### config.mk
export PLATFORM = sky130hd
export DESIGN_NAME = encoder_8x3_stream
export DESIGN_NICKNAME = d
export VERILOG_FILES = /design/src/rtl/enc_pkg.sv /design/src/rtl/prio_enc.sv /design/src/rtl/encoder_8x3_stream.sv
export SDC_FILE = /design/constraint.sdc
export NUM_CORES = 1
export LEC_CHECK = 0
export ABC_AREA = 0
export CORE_MARGIN = 2
export CORE_UTILIZATION = 35
export CTS_BUF_LIST = sky130_fd_sc_hd__clkbuf_4 sky130_fd_sc_hd__clkbuf_8
export DETAILED_ROUTE_END_ITERATION = 16
export GPL_TIMING_DRIVEN = 0
export MAX_ROUTING_LAYER = met4
export SLEW_MARGIN = 20
export SYNTH_ARGS = -nofsm -noshare
export SYNTH_HDL_FRONTEND = slang
export SYNTH_SLANG_ARGS = --single-unit
### constraint.sdc
create_clock -name clk -period 2 [get_ports clk]
set_clock_uncertainty 0.1 [all_clocks]
set_input_delay 0.5 -clock clk [delete_from_list [all_inputs] [get_ports clk]]
set_output_delay 0.5 -clock clk [all_outputs]
set_load 0.03 [all_outputs]
### src/rtl/enc_pkg.sv
// Shared constants for the 3x8 decoder / 8x3 encoder pair: index width and FSM encoding.
package enc_pkg;
  localparam int ONEHOT_W = 8;
  localparam int CODE_W   = $clog2(ONEHOT_W);

  localparam logic S_IDLE = 1'b0;
  localparam logic S_SCAN = 1'b1;
endpackage

### src/rtl/prio_enc.sv
// Combinational priority encoder: index of the first set bit, plus any/single-bit flags.
module prio_enc #(
  parameter int WIDTH     = 8,
  parameter bit LSB_FIRST = 1'b1,
  parameter int CODE_W    = $clog2(WIDTH)
) (
  input  logic [WIDTH-1:0]  mask,
  output logic [CODE_W-1:0] code,
  output logic              any,
  output logic              single
);
  // Scan from the low-priority end so the winning bit is written last.
  always_comb begin
    code = '0;
    if (LSB_FIRST) begin
      for (int i = WIDTH - 1; i >= 0; i--)
        if (mask[i]) code = CODE_W'(i);
    end else begin
      for (int i = 0; i < WIDTH; i++)
        if (mask[i]) code = CODE_W'(i);
    end
  end

  assign any    = |mask;
  assign single = any && ((mask & (mask - WIDTH'(1))) == '0);
endmodule

### src/rtl/encoder_8x3_stream.sv
// Streaming 8-to-3 encoder: one output beat per set bit of each accepted mask word,
// in priority order, with the final beat flagged; all-zero words give one empty beat.
module encoder_8x3_stream
  import enc_pkg::*;
#(
  parameter int WIDTH     = ONEHOT_W,
  parameter int CODE_W    = $clog2(WIDTH),
  parameter bit LSB_FIRST = 1'b1
) (
  input  logic              clk,
  input  logic              rst_n,
  input  logic              in_valid,
  output logic              in_ready,
  input  logic [WIDTH-1:0]  in_data,
  output logic              out_valid,
  input  logic              out_ready,
  output logic [CODE_W-1:0] out_code,
  output logic              out_last,
  output logic              out_empty
);
  logic              r_state, w_state_nxt;
  logic [WIDTH-1:0]  r_mask;
  logic              r_empty;
  logic [CODE_W-1:0] w_code;
  logic              w_any, w_single;
  logic              w_in_xfer, w_out_xfer;

  prio_enc #(.WIDTH(WIDTH), .LSB_FIRST(LSB_FIRST), .CODE_W(CODE_W)) u_prio (
    .mask  (r_mask),
    .code  (w_code),
    .any   (w_any),
    .single(w_single)
  );

  assign w_out_xfer = out_valid && out_ready;
  assign w_in_xfer  = in_valid && in_ready;

  always_ff @(posedge clk or negedge rst_n) begin
    if (!rst_n) r_state <= S_IDLE;
    else        r_state <= w_state_nxt;
  end

  // A new word accepted alongside the last beat keeps us in SCAN: no bubble.
  always_comb begin
    w_state_nxt = r_state;
    case (r_state)
      S_IDLE:  if (w_in_xfer) w_state_nxt = S_SCAN;
      S_SCAN:  if (w_out_xfer && out_last && !w_in_xfer) w_state_nxt = S_IDLE;
      default: w_state_nxt = S_IDLE;
    endcase
  end

  always_comb begin
    out_valid = (r_state == S_SCAN);
    out_empty = out_valid && r_empty;
    out_last  = out_valid && (r_empty || w_single);
    out_code  = (out_valid && w_any) ? w_code : '0;
    in_ready  = (r_state == S_IDLE) || (w_out_xfer && out_last);
  end

  always_ff @(posedge clk or negedge rst_n) begin
    if (!rst_n) begin
      r_mask  <= '0;
      r_empty <= 1'b0;
    end else if (w_in_xfer) begin
      r_mask  <= in_data;
      r_empty <= (in_data == '0);
    end else if (w_out_xfer) begin
      r_mask  <= r_mask & ~(WIDTH'(1) << out_code);
      if (out_last) r_empty <= 1'b0;
    end
  end
endmodule
==> results.py <==
metrics = {
    "grt": {
        "met3_usage": 0.02339,
        "top_usage_layer": "met2",
        "grt_util_met2": 0.3117,
        "antenna_found_initial": 0,
        "grt_usage": 0.1933,
        "gr-total-overflow": 0,
        "grt_pass1_wl_um": 3643,
        "met1_usage": 0.2395,
        "grt_pass1_vias": 777,
        "grt_max_degree": 11,
    },
    "floorplan": {
        "io-pin-count": 19,
        "initial_core_util": 0.3599,
        "die_y_um": 51,
        "core_area_mm2": 0.002148,
        "dieWidth_um": 51,
        "row_count": 17,
        "die_area_mm2": 0.002601,
    },
    "clocking": {
        "cts_tree": "built",
        "cts_max_path_buffers": 2,
        "hold_buffers": 0,
        "clkTransAtPathRegs_ps": 60,
        "ctsHtreeMaxLevel": 1,
        "numCtsBuffers": 3,
        "clkLatencyLatePin_ps": 260,
        "clock_sinks": 10,
        "root_buffer": "clkbuf_4",
    },
    "detailed_routing": {
        "finalWirelength_um": 2288,
        "drc": 0,
        "initialDrtViolationCount": 25,
        "first_pass_iters": 4,
        "ant_nets": 0,
        "wl_per_cell_um": 15.67,
        "via_per_inst": 5.459,
        "vias": 797,
    },
    "worst_setup_path": {
        "worst-path-buf-inv": 1,
        "worst_setup_path_start_kind": "flop",
        "path_cells": "or4_4 -> a2111o_1 -> nand2_1 -> o21ai_2 -> a21boi_4 -> buf_6",
        "arrival_ps": 2060,
        "slowest_delay_ps": 540,
        "worst-setup-path-type": "flop to output pin",
        "reg2reg_from": "r_mask[2]",
        "rr_worst_depth": 6,
        "required_ps": 1400,
        "cpMaxStageDelayCell": "or4_4",
        "cp-end-kind": "output pin",
        "rrSetupSlack_ps": -220,
        "crit_family": "simple AND/OR/NAND/NOR gates",
        "path_max_fanout": 4,
        "regToRegEndpoint": "r_mask[6]",
    },
    "power": {
        "pwr-share-seq": 0.175,
        "clockPowerShare": 0.056,
        "leakage_nw": 0.5581,
        "net-switching-power_mw": 1.108,
        "switching_share": 0.4643,
        "pwr-share-comb": 0.768,
        "intPower_mw": 1.279,
        "power.density_mw_per_mm2": 1957,
        "ir_worst_vdd_v": 0.0008595,
    },
    "timing": {
        "hold_violations": 0,
        "timing.final.crit_share": 1.328,
        "finalSetupTns_ps": -3843,
        "max_freq_mhz": 376.4,
        "setup_viol": 13,
        "relSlewSlack": 0.6754,
        "rsz0062_at_grt": "true",
        "fin_crit_ps": 2657,
        "setup_ws_ps": -656.7,
        "hold_slack_ps": 463.2,
        "tightest_slew_ps": 482.4,
        "slew_violations": 0,
    },
    "placed_design": {
        "place.gp.congestion": 0.8427,
        "post-dp-hpwl_um": 1528,
        "io_buffer_count": 18,
    },
    "synth": {
        "synth_top_area_share": 0.3236,
        "ys_ff_latch": 10,
        "ys_async_sr_fraction": 1.000,
        "yosys.cell_count.top_type": "dfrtp_1",
        "synth_area_um2": 773.2,
        "synth_top_cells_by_count": "dfrtp_1 (10), inv_1 (9), nand2_1 (6), o21ai_0 (6), nor2_1 (5)",
        "netlist_instances": 85,
        "synth_edf_count": 0,
        "synth_cell_types": 36,
        "synth_area_leaders": "dfrtp_1 (32%), mux2_4 (7.8%), mux2i_1 (5.2%), inv_1 (4.4%), o21ai_0 (3.9%)",
        "synth_flop_cell": "dfrtp_1",
        "yosysTopAreaCell": "dfrtp_1",
        "ys_seq_area_frac": 0.3236,
        "yosysWarnings": 0,
        "synthesis.nets": 97,
        "syn_avg_cell_area_um2": 9.097,
    },
    "status": {
        "violations": "setup timing",
        "outcome": "finished with violations",
    },
    "cells_and_area": {
        "fillers": 203,
        "drive_above_1_share": 0.4237,
        "antenna_cells": 0,
        "nNetsFinal": 132,
        "fin_util": 0.5679,
        "area_growth_pct": 57.77,
    },
    "flow_run": {
        "drv_cap": 0,
    },
    "worst_hold_path": {
        "hold_class": "input pin to async pin",
    },
}
==> what timing repair did <==
item | in CTS | in global routing
setup endpoints to repair | 17 | 14
buffers inserted | 8 | 5
pin swaps | 2 | 3
gates resized for setup | 50 | 6
==> flip-flops by register name (all words and copies together) (netlist names) <==
| register | flops |
|---|---|
| r_mask | 8 |
| r_empty | 1 |
| out_valid | 1 |
==> cells in the final DEF, fill, tap and decap left out, types with 2 or more instances in the layout <==
cell type         n
and4_1            2
nor2_1            5
inv_1             8
clkbuf_4          3
clkdlybuf4s50_1  11
mux2_4            4
dfrtp_1           5
buf_6             8
and2_1            2
dlygate4sd2_1     3
o21ai_0           2
mux2i_1           3
dfrtp_2           5
nor4_1            2
nand2b_1          3
o21ai_1           3
buf_4             7
nand2_1           6
==> worst max path at each step <==
stage          startpoint        to  slack [ps]  depth (start not counted)
2_1_floorplan   r_mask[0]  out_last        -320                          5
3_3_place_gp    r_mask[2]  out_last       -1060                          6
3_5_place_dp    r_mask[2]  out_last       -1050                          6
4_1_cts         r_mask[2]  out_last        -640                          6
5_1_grt         r_mask[2]  out_last        -730                          6
6_report        r_mask[2]  out_last        -660                          6
==> area by class of cell <==
| type | count | area [um^2] | area share |
|---|---|---|---|
| Buffer | 1 | 5.005 | 0.004103 |
| Clock buffer | 3 | 22.52 | 0.01846 |
| Inverter | 9 | 33.78 | 0.02769 |
| Multi-Input combinational cell | 65 | 568.0 | 0.4656 |
| Sequential cell | 10 | 256.5 | 0.2103 |
| Tap cell | 28 | 35.03 | 0.02872 |
| Timing Repair Buffer | 30 | 299.0 | 0.2451 |
==> power by group through the flow <==
stage | registers, mW | logic [mW] | clock network, mW
2_1_floorplan | 0.392 | 0.963 | 0
3_3_place_gp | 0.412 | 1.35 | 0
3_5_place_dp | 0.410 | 1.36 | 0
4_1_cts | 0.417 | 1.65 | 0.137
5_1_grt | 0.428 | 1.95 | 0.148
6_report | 0.418 | 1.83 | 0.134
==> through the flow <==
step	cells	area (um^2)	power (mW)	setup WS, ps
floorplan	85	790.8	1.355	-323.1
global placement	131	1006	1.758	-1057
detailed placement	131	1006	1.769	-1054
CTS	142	1161	2.204	-641.4
global route	146	1220	2.531	-730.6
finish	146	1220	2.388	-656.7
==> cells by family after synthesis <==
logic type / Yosys count / synth area share
and+or+nand+nor: 34 / 0.2783
AOI/OAI and AO/OA: 22 / 0.2071
buffers and inverters: 10 / 0.04854
DFF: 10 / 0.3236
muxes: 8 / 0.1295
adders and majority gates: 1 / 0.01295
==> metal layers <==
layer  part of all wire  vias to the layer above
met5                  0                        -
met4                  0                        0
met3              0.037                        0
met2               0.53                       21
met1               0.43                      387
li1                   -                      389
Note: power is estimated with default switching activity, not from simulation.
